==> src/rtl/wah_pkg.sv <==
// Shared types and defaults for the wah effect path.
//   wah_state_e : sweep controller load sequencer states
//   bank_w()    : bank index width for a given bank count
//   WAH_*       : default FIR geometry shared with the wah top
package wah_pkg;

  typedef enum logic [1:0] {IDLE, FETCH, DRAIN, WAIT_SWAP} wah_state_e;

  localparam int WAH_NUM_TAPS   = 61;
  localparam int WAH_COEF_WIDTH = 8;

  function automatic int bank_w(input int n);
    return $clog2(n);
  endfunction

endpackage

==> src/rtl/wah_lfo.sv <==
// Sample-rate triangle LFO for the wah sweep.
//   clk, rst (async, active-low), en, vld_i : accumulator advances by rate on
//                                             each sample strobe while enabled
//   rate [RATE_WIDTH]                      : phase increment per sample
//   want [BANK_W]                          : bank selected by the triangle
module wah_lfo #(
  parameter int RATE_WIDTH = 16,
  parameter int ACC_WIDTH  = 24,
  parameter int BANK_W     = 4
) (
  input  logic                  clk,
  input  logic                  rst,
  input  logic                  en,
  input  logic                  vld_i,
  input  logic [RATE_WIDTH-1:0] rate,
  output logic [BANK_W-1:0]     want
);

  logic [ACC_WIDTH-1:0] acc;

  // rate=0 holds acc without a separate condition.
  always_ff @(posedge clk or negedge rst) begin
    if (!rst)              acc <= '0;
    else if (vld_i && en)  acc <= acc + {{(ACC_WIDTH-RATE_WIDTH){1'b0}}, rate};
  end

  // Fold the sawtooth into a triangle: the upper half of the phase counts
  // back down, so the bank index is continuous across acc wrap. Only the top
  // BANK_W bits of the fold are needed, and inversion is per-bit.
  assign want = acc[ACC_WIDTH-1] ? ~acc[ACC_WIDTH-2 -: BANK_W]
                                 :  acc[ACC_WIDTH-2 -: BANK_W];

endmodule

==> src/rtl/wah_sweep_ctrl.sv <==
// Wah sweep controller: picks an FIR coefficient bank from the LFO, streams it
// from the coefficient ROM into the FIR shadow registers, then commits it with
// a swap pulse on a sample boundary.
//   clk, rst (async, active-low)
//   en           : sweep enable
//   rate         : LFO phase increment per sample
//   vld_i        : sample strobe shared with the FIR
//   rom_addr     : {bank, tap} ROM address, ROM returns data one cycle later
//   rom_data     : ROM read data
//   coef_wr_en/idx/data : shadow register write port
//   coef_swap    : one-cycle shadow->active commit
//   busy         : load in progress (start of load until swap)
//   bank_o       : bank currently active in the FIR
module wah_sweep_ctrl
  import wah_pkg::*;
#(
  parameter int NUM_TAPS   = WAH_NUM_TAPS,
  parameter int COEF_WIDTH = WAH_COEF_WIDTH,
  parameter int NUM_BANKS  = 16,
  parameter int RATE_WIDTH = 16,
  parameter int ACC_WIDTH  = 24,
  localparam int BANK_W    = bank_w(NUM_BANKS),
  localparam int TAP_W     = $clog2(NUM_TAPS)
) (
  input  logic                    clk,
  input  logic                    rst,
  input  logic                    en,
  input  logic [RATE_WIDTH-1:0]   rate,
  input  logic                    vld_i,
  output logic [BANK_W+TAP_W-1:0] rom_addr,
  input  logic [COEF_WIDTH-1:0]   rom_data,
  output logic                    coef_wr_en,
  output logic [TAP_W-1:0]        coef_wr_idx,
  output logic [COEF_WIDTH-1:0]   coef_wr_data,
  output logic                    coef_swap,
  output logic                    busy,
  output logic [BANK_W-1:0]       bank_o
);

  logic [BANK_W-1:0] want;

  wah_lfo #(
    .RATE_WIDTH (RATE_WIDTH),
    .ACC_WIDTH  (ACC_WIDTH),
    .BANK_W     (BANK_W)
  ) u_lfo (
    .clk   (clk),
    .rst   (rst),
    .en    (en),
    .vld_i (vld_i),
    .rate  (rate),
    .want  (want)
  );

  wah_state_e        state, state_n;
  logic [TAP_W-1:0]  k, k_n, wr_idx_q, wr_idx_n;
  logic [BANK_W-1:0] tgt, tgt_n, bank_q, bank_n;
  logic              init_q, init_n;  // post-reset load still pending its swap
  logic              wr_en_q, wr_en_n, swap_q, swap_n, busy_q, busy_n;
  logic              abort;

  // Dropping en cancels a sweep load, but the post-reset load must always
  // land so the FIR never runs without a committed bank.
  assign abort = !init_q && !en && (state != IDLE);

  always_comb begin
    state_n = state;
    k_n     = k;
    tgt_n   = tgt;
    bank_n  = bank_q;
    init_n  = init_q;
    swap_n  = 1'b0;
    if (abort) begin
      state_n = IDLE;
    end else begin
      case (state)
        IDLE:
          if (en && want != bank_q) begin
            tgt_n   = want;
            k_n     = '0;
            state_n = FETCH;
          end
        FETCH:
          if (k == TAP_W'(NUM_TAPS-1)) state_n = DRAIN;
          else                         k_n     = k + TAP_W'(1);
        // Last ROM word is arriving; its write is on the output this cycle.
        DRAIN:
          state_n = WAIT_SWAP;
        // Only a strobe seen in this state commits, so a strobe coinciding
        // with DRAIN never swaps in a set whose last write is still in flight.
        WAIT_SWAP:
          if (vld_i) begin
            swap_n  = 1'b1;
            bank_n  = tgt;
            init_n  = 1'b0;
            state_n = IDLE;
          end
      endcase
    end
    // The write trails the address by the ROM latency.
    wr_en_n  = (state == FETCH) && !abort;
    wr_idx_n = k;
    busy_n   = (state_n != IDLE);
  end

  always_ff @(posedge clk or negedge rst) begin
    if (!rst) begin
      state    <= FETCH;
      k        <= '0;
      tgt      <= '0;
      bank_q   <= '0;
      init_q   <= 1'b1;
      wr_en_q  <= 1'b0;
      wr_idx_q <= '0;
      swap_q   <= 1'b0;
      busy_q   <= 1'b0;
    end else begin
      state    <= state_n;
      k        <= k_n;
      tgt      <= tgt_n;
      bank_q   <= bank_n;
      init_q   <= init_n;
      wr_en_q  <= wr_en_n;
      wr_idx_q <= wr_idx_n;
      swap_q   <= swap_n;
      busy_q   <= busy_n;
    end
  end

  assign rom_addr     = {tgt, k};
  assign coef_wr_en   = wr_en_q;
  assign coef_wr_idx  = wr_idx_q;
  assign coef_wr_data = wr_en_q ? rom_data : '0;
  assign coef_swap    = swap_q;
  assign busy         = busy_q;
  assign bank_o       = bank_q;

endmodule

==> config.mk <==
export PLATFORM = sky130hd
export DESIGN_NAME = wah_sweep_ctrl
export DESIGN_NICKNAME = d
export VERILOG_FILES = /design/src/rtl/wah_pkg.sv /design/src/rtl/wah_lfo.sv /design/src/rtl/wah_sweep_ctrl.sv
export SDC_FILE = /design/constraint.sdc
export NUM_CORES = 1
export LEC_CHECK = 0
export BUFFER_PORTS_ARGS = -buffer_cell sky130_fd_sc_hd__clkbuf_2
export CAP_MARGIN = 40
export CORE_MARGIN = 2
export CORE_UTILIZATION = 38
export DETAILED_ROUTE_END_ITERATION = 10
export GPL_ROUTABILITY_DRIVEN = 0
export GPL_TIMING_DRIVEN = 0
export HOLD_SLACK_MARGIN = 0.02
export PLACE_DENSITY = 0.56
export SETUP_SLACK_MARGIN = 0.4
export SLEW_MARGIN = 25
export SYNTH_ARGS = -nofsm -noshare
export SYNTH_HDL_FRONTEND = slang
export SYNTH_HIERARCHICAL = 1
export SYNTH_SLANG_ARGS = --single-unit
==> constraint.sdc <==
create_clock -name clk -period 6.1 [get_ports clk]
set_clock_uncertainty 0.2 [all_clocks]
set_input_delay 0.61 -clock clk [delete_from_list [all_inputs] [get_ports clk]]
set_output_delay 0.61 -clock clk [all_outputs]
set_load 0.02 [all_outputs]
==> results.sh <==
export IMPL_status="finished, final reports clean"
export IMPL_ys_ff_latch=50
export IMPL_cts_repair_resized=0
export IMPL_gr_total_overflow=0
export IMPL_yosys_warnings=6
export IMPL_clk_path_buf_depth=2
export IMPL_num_vias=2565
export IMPL_post_route_min_period_ps=2610
export IMPL_dpl_hpwl_mm=5.10
export IMPL_wl_per_cell_um=14.0
export IMPL_critPathLaunch="rate[0]"
export IMPL_post_cts_buffers=0
export IMPL_h_tree_depth=2
export IMPL_clk_latency_ps=300
export IMPL_hold_path_class="primary input to async pin"
export IMPL_synth_edff_count=0
export IMPL_rsz0062_at_grt="false"
export IMPL_dr_pass1_iters=4
export IMPL_syn_to_final_growth_pct=17.0
export IMPL_rr_startpoint="u_lfo/acc[0]$_DFFE_PN0P_"
export IMPL_ir_drop_mv=0.175
export IMPL_rows=32
export IMPL_start_util=0.395
export IMPL_netlist_instances=321
export IMPL_p_clk_frac=0.143
export IMPL_p_seq_frac=0.355
export IMPL_whs_ps=163
export IMPL_gr_usage_all_layers=0.159
export IMPL_switching_share=0.439
export IMPL_grt_pass1_vias=2363
export IMPL_drive_above_1_share=0.235
export IMPL_io_buffers=58
export IMPL_synth_top_flop_cell="dfrtp_1"
export IMPL_combPwrFrac=0.502
export IMPL_numCtsBuffers=5
export IMPL_critical_path_arrival_ps=2620
export IMPL_grt_max_degree=51
export IMPL_worstMarginPinSlew_ps=703
export IMPL_antenna_found_initial=0
export IMPL_synth_nets=368
export IMPL_fin_area_sq_um=3590
export IMPL_final_max_slew_viol_count=0
export IMPL_final_cell_mix="clkbuf_2 (57), nand2_1 (53), dfrtp_1 (48)"
export IMPL_clock_sinks=50
export IMPL_syn_area_sq_um=3070
export IMPL_die_h_um=93.8
export IMPL_cts_tree="yes"
export IMPL_dieArea_sq_um=8810
export IMPL_maxCapViolCount=0
export IMPL_placed_cell_area_sq_um=3490
export IMPL_period_share=0.428
export IMPL_worstSetupPathType="primary input to register"
export IMPL_final_cells=489
export IMPL_ys_types=58
export IMPL_syn_avg_cell_area_sq_um=9.55
export IMPL_async_flop_share=1.00
export IMPL_power_leakage_nw=1.73
export IMPL_critPathRequiredTime_ps=6110
export IMPL_hold_viol_final=0
export IMPL_path_max_fanout=4
export IMPL_ctsHoldBuffers=0
export IMPL_max_slew_margin_rel=0.531
export IMPL_setup_viol=0
export IMPL_grt_first_pass_wirelength_mm=11.2
export IMPL_fin_setup_tns_ps=0
export IMPL_p_sw_uw=646
export IMPL_ant_nets=0
export IMPL_via_per_inst=5.25
export IMPL_wl_mm=6.84
export IMPL_core_area_sq_um=7770
export IMPL_final_nets=433
export IMPL_drc=0
export IMPL_end_kind="register"
export IMPL_io_pins=59
export IMPL_diodes=0
export IMPL_cts_root_buf="clkbuf_8"
export IMPL_p_int_uw=825
export IMPL_drt_iter0_drc=105
export IMPL_max_freq_mhz=383
export IMPL_utilization=0.462
export IMPL_power_density_nw_per_um2=410
export IMPL_layout_commonest_cell="clkbuf_2"
export IMPL_seq_area_frac_synth=0.409
export IMPL_cp_start_kind="primary input"
export IMPL_die_width_um=93.8
export IMPL_dp_cells=481
export IMPL_clk_pin_slew_ps=100
[metrics by stage]
stage	setup slack, ps	power [mW]
5_1_grt	3370	1.60
3_5_place_dp	3180	1.27
3_3_place_gp	3190	1.26
6_report	3490	1.47
4_1_cts	3500	1.49
2_1_floorplan	3570	1.09
[registers in the layout, indices dropped and copies added, names as in the netlist]
name,count
state,2
bank_o,4
tgt,4
u_lfo/acc,24
init_q,1
coef_swap,1
k,6
coef_wr_idx,6
busy,1
coef_wr_en,1
[worst max-delay path: stages]
cell and delay (ps):
clkbuf_2 80, ha_1 230, fa_1 430, a211oi_1 360
nor3_1 140, o21ai_1 250, o21ai_1 200, o311ai_1 310
[layer usage]
metal,wire length (um),GRT usage,part of all wire
met1,3220,0.212,0.47
met2,3220,0.270,0.47
met3,343,0.0273,0.050
met4,57,0.0326,0.0083
met5,0,0,0
[area by class of cell]
cell class | instances | area [sq um]
fill | 775 | 4180
sequential | 50 | 1250
multi-input combinational | 254 | 1740
inverter | 6 | 22.5
tap | 102 | 128
buffer | 11 | 55.1
timing repair buffer | 58 | 293
clock inverter | 2 | 17.5
clock buffer | 6 | 82.6
[power groups by stage]
stage / Sequential, mW / Clock (mW) / Combinational, mW
final: 0.523 / 0.211 / 0.738
after global routing: 0.538 / 0.237 / 0.828
after CTS: 0.523 / 0.223 / 0.742
after detailed placement: 0.530 / 0 / 0.737
after global placement: 0.526 / 0 / 0.730
after floorplan: 0.556 / 0 / 0.529
[Yosys cell counts, types with 2 or more instances]
library cell / count / area, sq um
nand2_1: 53 / 199
dfrtp_1: 48 / 1200
o21ai_0: 21 / 105
ha_1: 18 / 225
xor2_1: 16 / 140
a21oi_1: 15 / 75.1
nand3_1: 13 / 65.1
nor2_1: 11 / 41.3
xnor2_1: 11 / 96.3
and2_1: 9 / 56.3
nor3_1: 9 / 45.0
o21ai_1: 8 / 40.0
a211oi_1: 6 / 45.0
inv_1: 6 / 22.5
buf_2: 5 / 25.0
a31oi_1: 4 / 25.0
clkbuf_1: 4 / 15.0
mux2_2: 4 / 45.0
o211ai_1: 4 / 30.0
nor2b_1: 3 / 18.8
o2111ai_1: 3 / 26.3
o21bai_1: 3 / 22.5
a2111oi_2: 2 / 30.0
a221oi_1: 2 / 17.5
a2bb2oi_1: 2 / 17.5
dfstp_2: 2 / 52.6
nand2b_1: 2 / 12.5
nand4_1: 2 / 12.5
nor3b_1: 2 / 15.0
o211ai_2: 2 / 25.0
o21ai_2: 2 / 17.5
o41ai_1: 2 / 17.5
or3_1: 2 / 12.5
[cell families after synthesis]
group / synth area share
and+or+nand+nor: 0.180
AOI/OAI and AO/OA: 0.214
DFF: 0.409
xor gates and xnor gates: 0.0771
adders and majority gates: 0.0800
buffers and inverters: 0.0253
muxes: 0.0147
[final timing paths]
path                       cells past startpoint                   endpoint  slack, ps
setup / recovery                               8  u_lfo/acc[14]$_DFFE_PN0P_       3490
hold / removal                                 1  u_lfo/acc[12]$_DFFE_PN0P_        160
setup reg to reg                               7  u_lfo/acc[14]$_DFFE_PN0P_       3490
hold reg to reg                                2         init_q$_DFFE_PN1P_        280
max in group asynchronous                      1  u_lfo/acc[17]$_DFFE_PN0P_       5060
min in group clk                               2         init_q$_DFFE_PN1P_        280
(Power assumes the default switching activity.)
